## src/rtl/wb_burst_master.sv

```systemverilog
// rtl/wb_burst_master.sv - pipelined Wishbone burst master with outstanding limit and ack timeout
module wb_burst_master #(
  parameter int unsigned MAX_OUTSTANDING = 2,
  parameter logic [31:0] TIMEOUT         = 32'd64
) (
  input  logic        clk,
  input  logic        rst,
  input  logic        cmd_valid,
  output logic        cmd_ready,
  input  logic [31:0] cmd_addr,
  input  logic [31:0] cmd_data,
  input  logic        cmd_we,
  input  logic [3:0]  cmd_len,
  output logic        rsp_valid,
  output logic [31:0] rsp_data,
  output logic        rsp_last,
  output logic        rsp_err,
  output logic [31:0] wb_addr,
  output logic [31:0] wb_data_w,
  output logic        wb_we,
  output logic        wb_stb,
  output logic        wb_cyc,
  input  logic [31:0] wb_data_r,
  input  logic        wb_ack,
  input  logic        wb_stall
);

  typedef enum logic [1:0] {IDLE, ISSUE, DRAIN} state_t;

  localparam logic [4:0] MAX_OUT = 5'(MAX_OUTSTANDING);

  state_t      state;
  logic [4:0]  beats;
  logic [4:0]  issued;
  logic [4:0]  acked;
  logic [4:0]  outstanding;
  logic [31:0] tmo_cnt;

  logic        issue;
  logic        ack_cnt;
  logic        last_ack;
  logic        tmo_hit;
  logic [4:0]  issued_n;
  logic [4:0]  outst_n;

  assign cmd_ready = (state == IDLE);

  // Acks with nothing in flight are stray and never reach the counters.
  always_comb begin
    issue    = wb_stb && !wb_stall;
    ack_cnt  = wb_ack && (outstanding != 5'd0);
    issued_n = issued + {4'd0, issue};
    outst_n  = outstanding + {4'd0, issue} - {4'd0, ack_cnt};
    last_ack = ack_cnt && ((acked + 5'd1) == beats);
    tmo_hit  = !ack_cnt && ((tmo_cnt + 32'd1) == TIMEOUT);
  end

  always_ff @(posedge clk) begin
    if (rst) begin
      state       <= IDLE;
      beats       <= '0;
      issued      <= '0;
      acked       <= '0;
      outstanding <= '0;
      tmo_cnt     <= '0;
      wb_addr     <= '0;
      wb_data_w   <= '0;
      wb_we       <= 1'b0;
      wb_stb      <= 1'b0;
      wb_cyc      <= 1'b0;
      rsp_valid   <= 1'b0;
      rsp_data    <= '0;
      rsp_last    <= 1'b0;
      rsp_err     <= 1'b0;
    end else begin
      rsp_valid <= 1'b0;
      rsp_last  <= 1'b0;
      rsp_err   <= 1'b0;
      case (state)
        IDLE: begin
          if (cmd_valid) begin
            state       <= ISSUE;
            beats       <= {1'b0, cmd_len} + 5'd1;
            issued      <= '0;
            acked       <= '0;
            outstanding <= '0;
            tmo_cnt     <= '0;
            wb_addr     <= cmd_addr;
            wb_data_w   <= cmd_data;
            wb_we       <= cmd_we;
            wb_cyc      <= 1'b1;
            wb_stb      <= 1'b1;
          end
        end
        default: begin
          if (ack_cnt) begin
            rsp_valid <= 1'b1;
            rsp_data  <= wb_we ? 32'd0 : wb_data_r;
          end
          if (last_ack) begin
            rsp_last    <= 1'b1;
            state       <= IDLE;
            wb_cyc      <= 1'b0;
            wb_stb      <= 1'b0;
            outstanding <= '0;
          end else if (tmo_hit) begin
            // Abort abandons anything still in flight; late acks become stray.
            rsp_valid   <= 1'b1;
            rsp_data    <= '0;
            rsp_last    <= 1'b1;
            rsp_err     <= 1'b1;
            state       <= IDLE;
            wb_cyc      <= 1'b0;
            wb_stb      <= 1'b0;
            outstanding <= '0;
            tmo_cnt     <= '0;
          end else begin
            issued      <= issued_n;
            outstanding <= outst_n;
            acked       <= acked + {4'd0, ack_cnt};
            tmo_cnt     <= ack_cnt ? 32'd0 : tmo_cnt + 32'd1;
            if (issue) begin
              wb_addr <= wb_addr + 32'd4;
              if (wb_we) begin
                wb_data_w <= wb_data_w + 32'd1;
              end
            end
            wb_stb <= (issued_n < beats) && (outst_n < MAX_OUT);
            state  <= (issued_n == beats) ? DRAIN : ISSUE;
          end
        end
      endcase
    end
  end

endmodule

```

## config.mk

```make
export PLATFORM = sky130hd
export DESIGN_NAME = wb_burst_master
export DESIGN_NICKNAME = d
export VERILOG_FILES = /design/src/rtl/wb_burst_master.sv
export SDC_FILE = /design/constraint.sdc
export NUM_CORES = 1
export LEC_CHECK = 0
export CAP_MARGIN = 20
export CORE_UTILIZATION = 30
export CTS_CLUSTER_DIAMETER = 120
export CTS_CLUSTER_SIZE = 8
export DETAILED_ROUTE_END_ITERATION = 7
export GPL_TIMING_DRIVEN = 0
export PLACE_DENSITY = 0.55
export SLEW_MARGIN = 20
export SYNTH_ARGS = -nofsm -noshare
export SYNTH_HDL_FRONTEND = slang
export SYNTH_SLANG_ARGS = --single-unit
export TNS_END_PERCENT = 10
```

## constraint.sdc

```tcl
create_clock -name clk -period 6.1 [get_ports clk]
set_input_delay 1.525 -clock clk [delete_from_list [all_inputs] [get_ports clk]]
set_output_delay 1.525 -clock clk [all_outputs]
set_load 0.01 [all_outputs]
```

==> impl_metrics.tcl, run 1 <==
set metrics [dict create \
    skew_ns 0.0202 \
    holdBufCountCts 0 \
    synth_top_family_by_area "compound AO/OA/AOI/OAI gates" \
    antenna_found_initial 0 \
    grt_usage 0.228 \
    cp_max_fo 10 \
    synth_nets 1231 \
    fin_crit_sh 0.748 \
    htree_levels 4 \
    diodes 0 \
    slew_viol_final 0 \
    n_fill_cell 2911 \
    grt_overflow 0 \
    whs_endpoint "wb_addr[1]" \
    syn_area_um2 8890 \
    die_w_um 174 \
    syn_to_final_growth_pct 35.2 \
    postCtsSetupRepairBufs 0 \
    nets 1458 \
    io_buffers 208 \
    synth_compound_area_frac 0.282 \
    ctsRootBufferMaster "clkbuf_16" \
    ys_async_sr_fraction 0 \
    clock_path_buffers 2 \
    pwr_density_cell_nw_per_um2 307 \
    hold_slack_ns 0.460 \
    crit_slowest_cell "clkdlybuf4s50_1" \
    reg2reg_from "tmo_cnt[1]" \
    max_cap_viol_count 0 \
    hold_depth 2 \
    setup_tns_ns 0 \
    vias 9727 \
    finalSetupViolCount 0 \
    cp-start-kind "flop" \
    postSynthAreaPerCell_um2 8.05 \
    fin_area_um2 12000 \
    synth_top_cell_area_share 0.351 \
    clock_latency_ns 0.44 \
    num_rows 62 \
    relSlewSlack 0.357 \
    grt_pass1_wl_um 53700 \
    finalCriticalPeriod_ns 4.56 \
    status "finished clean" \
    finalHoldViolations 0 \
    grt_max_degree 17 \
    synth.distinct_cells 84 \
    worst_slack_ns 1.54 \
    dr.pass1.iters 5 \
    worstPathArrival_ns 3.03 \
    ys_warn_count 0 \
    synth-xor-area-share 0.0266 \
    drtIter0Drc 849 \
    path_clk_slew_ns 0.08 \
    synth_sequential_area_ratio 0.351 \
    cts_tree "done" \
    place_hpwl_um 25700 \
    syn_inst 1104 \
    ys_ff_latch 156 \
    critical_path_required_ns 4.58 \
    hp-class "reg2reg" \
    via_per_inst 5.63 \
    synth_area_leaders "dfxtp_1 35%, a21oi_1 4.4%, a22o_1 4.3%" \
    p_leak_nw 4.18 \
    synth_simple_gate_area_share 0.243 \
    routedWlPerCell_um 20.4 \
    pre_cts_slack_ns 1.55 \
    num_io_pins 209 \
    cts_sinks 156 \
    coreArea_um2 28900 \
    ff_latch_area_um2 3120 \
    ant_nets 0 \
    start_util 0.307 \
    worst_path_largest_cell_delay_ns 0.67 \
    fmax_ghz 0.219 \
    vdd_drop_max_uv 209 \
    crit_chain "or2_2, inv_2, clkbuf_1, buf_1, clkdlybuf4s50_1" \
    end_kind "output pin" \
    critical_path_class "reg2out" \
    synth-edff-count 0 \
    grt_pass1_vias 9059 \
    synth_top_area_cell "dfxtp_1" \
    rsz0062_at_grt "no" \
    worstHoldStart "wb_addr[1]" \
    r2r-end "tmo_cnt[26]" \
    post_cts_resized 0 \
    cts_buffers 17 \
    fp.dieArea_um2 30300 \
    multi_input_area_um2 5250 \
    worst_pin_slew_ns 0.956 \
    synthAdderAreaFrac 0.0304 \
    regToRegSetupSlack_ns 2.07 \
    synth-main-ff-cell "dfxtp_1" \
    routabilityCongestion 0.893 \
    drive_gt1_frac 0.0745 \
    drc 0 \
    die_h_um 174 \
    routed_wl_um 35200 \
    synth_mux_area_frac 0.00817 \
    place_area_um2 11500 \
    reg2regPathDepth 12 \
]
layout make-up:
class,instances,share of cell area
Buffer,89,0.0329
Inverter,32,0.0100
Clock inverter,13,0.0102
Timing Repair Buffer,208,0.173
Multi-Input combinational cell,827,0.437
Sequential cell,156,0.260
Clock buffer,18,0.0366
Tap cell,384,0.0400
how the worst max path moves through the flow:
stage | end | cells after the start | slack, ns | startpoint
final | cmd_ready | 5 | 1.54 | state[1]
after global placement | wb_stb | 13 | 1.52 | wb_ack
after floorplan | wb_stb | 12 | 2.56 | wb_ack
after CTS | cmd_ready | 5 | 1.59 | state[1]
after detailed placement | wb_stb | 13 | 1.55 | wb_ack
after global routing | cmd_ready | 5 | 1.54 | state[1]
flip-flops by register name, summed over array words and instances, names as in the netlist, 2 cells and up:
name         count
wb_data_w       32
rsp_data        32
outstanding      5
tmo_cnt         32
wb_addr         32
state            2
acked            5
issued           5
beats            5
Yosys cell counts, types with 4 or more instances:
cell type / instances
nor4_1: 11
a311oi_1: 7
o311ai_0: 8
a211oi_1: 9
o221a_2: 4
o31a_1: 4
nand2b_1: 9
o22ai_1: 5
xor2_1: 7
nand4_1: 29
a32oi_1: 4
o211ai_1: 20
buf_2: 24
a21oi_1: 78
nor3_1: 57
nor2_1: 68
inv_1: 31
buf_4: 4
nand3_1: 55
o21a_1: 4
or2_2: 7
a22oi_1: 7
a21o_1: 12
a221oi_1: 4
or4_1: 8
ha_1: 20
a31oi_1: 36
mux2i_1: 5
nand2_1: 95
a22o_1: 44
and4_1: 6
and3_1: 22
o21ai_0: 47
dfxtp_1: 156
clkbuf_1: 53
o31ai_1: 16
xnor2_1: 20
buf_1: 5
or3_1: 22
and2_1: 8
cells by family after synthesis:
group | count (synthesis)
buffers and inverters | 121
AO/OA/AOI/OAI | 354
AND/OR/NAND/NOR | 418
multiplexers | 7
adder cells (fa/ha/maj) | 21
flip-flops | 156
XOR/XNOR | 27
worst max-delay path: cells and delay by family (launching register included):
family,cells,cell delay [ns]
buffers and inverters,4,1.97
DFF,1,0.30
and+or+nand+nor,1,0.32
layout by cell type (no fill, tap or decap), types with 5 or more instances in the layout:
cell type / instances
inv_8: 5
nand3_1: 55
clkbuf_16: 17
a211oi_1: 9
buf_2: 24
and2_1: 8
and4_1: 6
a311oi_1: 7
a22o_1: 44
nor4_1: 11
xor2_1: 7
a21oi_1: 78
o311ai_0: 8
o22ai_1: 5
nand4_1: 29
clkbuf_1: 53
or3_1: 22
and3_1: 22
xnor2_1: 20
nor2_1: 68
mux2i_1: 5
a21o_1: 12
a22oi_1: 7
ha_1: 20
inv_1: 31
or2_2: 7
nor3_1: 56
clkdlybuf4s50_1: 208
o21ai_0: 47
or4_1: 8
o211ai_1: 20
o31ai_1: 16
dfxtp_1: 156
a31oi_1: 36
buf_1: 5
nand2_1: 95
nand2b_1: 9
report_power, final:
part / switching [mW] / internal (mW)
logic: 0.793 / 0.539
registers: 0.146 / 1.14
clock network: 0.519 / 0.549
metal layers:
layer / global-route usage / part of all wire / vias up
met2: 0.363 / 0.46 / 376
met3: 0.0343 / 0.066 / 51
met4: 0.0683 / 0.021 / 0
met1: 0.315 / 0.45 / 4664
met5: 0 / 0 / -
li1: - / - / 4636
per-stage QoR:
step | cells | utilization | power [mW]
global placement | 1696 | 0.396 | 2.61
finish | 1727 | 0.415 | 3.69
floorplan | 1104 | - | 1.99
global route | 1727 | 0.415 | 3.86
CTS | 1727 | 0.415 | 3.68
detailed placement | 1696 | 0.396 | 2.62
No activity file was read; power rests on OpenSTA's default activity.
==> run 2: changes to the inputs <==
Clock period 6.1 ns to 4.7 ns, I/O delays scaled along.
==> results of run 2 <==
The final DEF is identical to that of run 1. Status: finished clean.
Main changes from that run: setup slack after placement 1.55 ns -> 0.499 ns; setup slack after layout 1.54 ns -> 0.490 ns; register-to-register setup slack 2.07 ns -> 0.67 ns; total power 3.69 mW -> 4.79 mW; worst IR drop on VDD 209 uV -> 272 uV
==> run 3: changes to the inputs <==
Settings changed: PLACE_DENSITY 0.55 to 0.54.
Clock period 4.7 ns to 5.3 ns, I/O delays scaled along.
==> run 3 against run 2 <==
Against the previous run: clock power shrank 9%; sequential power is 11% lower; first-iteration DRC count decreased by 4.7%; routed wire length grew 0.55%; largest power group unchanged; non-clock buffer count unchanged; largest cell class unchanged; via count down 0.30%; die area is the same; sequential share of layout area is 0.065 points lower; cell area is 0.25% higher.
==> impl_metrics.tcl, run 3 (same netlist as run 1, synthesis figures left out) <==
set metrics [dict create \
    coreArea_um2 28900 \
    clock_latency_ns 0.44 \
    p_total_mw 4.28 \
    die_h_um 174 \
    syn_to_final_growth_pct 35.6 \
    path_clk_slew_ns 0.08 \
    htree_levels 4 \
    dr.pass1.iters 5 \
    cp-start-kind "flop" \
    num_io_pins 209 \
    setup_tns_ns 0 \
    pwr_density_cell_nw_per_um2 356 \
    r2r-end "tmo_cnt[23]" \
    reg2reg_from "tmo_cnt[1]" \
    crit_family "buffers and inverters" \
    vias 9698 \
    antenna_found_initial 1 \
    n_fill_cell 2934 \
    cts_buffers 17 \
    post_cts_resized 0 \
    swShare 0.390 \
    multi_input_area_um2 5250 \
    cp_max_fo 10 \
    routabilityCongestion 0.879 \
    cts_tree "done" \
    io_buffers 208 \
    die_w_um 174 \
    end_kind "output pin" \
    fp.dieArea_um2 30300 \
    regToRegSetupSlack_ns 1.29 \
    reg2regPathDepth 12 \
    postCtsSetupRepairBufs 0 \
    drtIter0Drc 809 \
    drive_gt1_frac 0.0745 \
    relSlewSlack 0.333 \
    finalSetupViolCount 0 \
    finalCriticalPeriod_ns 4.37 \
    grt_overflow 0 \
    p_seq_frac 0.346 \
    max_cap_viol_count 0 \
    routedWlPerCell_um 20.5 \
    critPathBufInv 4 \
    path_depth 5 \
    critical_path_required_ns 3.97 \
    crit_chain "or2_2, inv_2, clkbuf_1, buf_1, clkdlybuf4s50_1" \
    hold_depth 2 \
    whs_endpoint "wb_addr[0]" \
    status "finished clean" \
    rsz0062_at_grt "no" \
    switchingPower_mw 1.67 \
    routed_wl_um 35400 \
    worst_pin_slew_ns 0.992 \
    fin_crit_sh 0.825 \
    nets 1458 \
    cts_sinks 156 \
    num_rows 62 \
    worstPathArrival_ns 3.05 \
    holdBufCountCts 0 \
    grt_max_degree 17 \
    ff_latch_area_um2 3120 \
    worstHoldStart "wb_addr[0]" \
    critical_path_class "reg2out" \
    hp-class "reg2reg" \
    ctsRootBufferMaster "clkbuf_16" \
    drc 0 \
    utilization 0.416 \
    power_frac_clock 0.295 \
    worst_path_largest_cell_delay_ns 0.67 \
    grt_pass1_vias 9307 \
    start_util 0.307 \
    vdd_drop_max_uv 258 \
    grt_pass1_wl_um 54500 \
    p_int_mw 2.61 \
    ant_nets 0 \
    p_leak_nw 4.20 \
    grt_usage 0.231 \
    layout.cells.most_common_list "208 x clkdlybuf4s50_1, 156 x dfxtp_1, 95 x nand2_1" \
    power_frac_comb 0.359 \
    place_hpwl_um 25800 \
    slew_viol_final 0 \
    crit_slowest_cell "clkdlybuf4s50_1" \
    skew_ns 0.0180 \
    finalHoldViolations 0 \
    fmax_ghz 0.229 \
    via_per_inst 5.61 \
    layout_commonest_cell "clkdlybuf4s50_1" \
    clock_path_buffers 2 \
]
run 3: through the flow:
step / cells / hold WS, ns / setup slack, ns / instance area, um^2
after floorplan: 1104 / 0.449 / 1.96 / 8890
after global placement: 1696 / 0.450 / 0.885 / 11400
after detailed placement: 1696 / 0.452 / 0.928 / 11500
after CTS: 1727 / 0.464 / 0.932 / 12000
after global routing: 1728 / 0.483 / 0.880 / 12000
final: 1728 / 0.460 / 0.925 / 12000
run 3: layout make-up:
cell class	instances	area share
Multi-Input combinational cell	827	0.436
Timing Repair Buffer	208	0.173
Buffer	89	0.0328
Antenna cell	1	0.000208
Sequential cell	156	0.259
Clock inverter	13	0.0125
Clock buffer	18	0.0365
Tap cell	384	0.0399
Inverter	32	0.00997
run 3: worst reg2reg max path, delay by kind of cell (launching register included):
kind	cells	cell delay, ns
simple gates	5	1.79
buf+inv	3	0.82
compound gates	3	0.60
flops	1	0.46
fa+ha+maj	1	0.19
run 3: metal layers:
| metal | share of wire | track usage | vias up |
|---|---|---|---|
| met2 | 0.46 | 0.367 | 419 |
| met3 | 0.078 | 0.0483 | 58 |
| met1 | 0.45 | 0.311 | 4601 |
| met5 | 0 | 0 | - |
| met4 | 0.021 | 0.0727 | 0 |
| li1 | - | - | 4620 |
run 3: worst max path at each step:
stage	from	end	slack, ns
finish	state[1]	cmd_ready	0.93
CTS	state[1]	cmd_ready	0.93
floorplan	wb_ack	wb_stb	1.96
global placement	wb_ack	tmo_cnt[9]	0.88
global route	state[1]	cmd_ready	0.88
detailed placement	wb_ack	wb_stb	0.93
run 3: power by group through the flow:
stage               clock network [mW]  registers, mW  logic, mW
finish                            1.27           1.48       1.54
global route                      1.33           1.50       1.66
CTS                               1.28           1.48       1.52
detailed placement                   0           1.50       1.51
global placement                     0           1.50       1.51
floorplan                            0           1.51      0.783
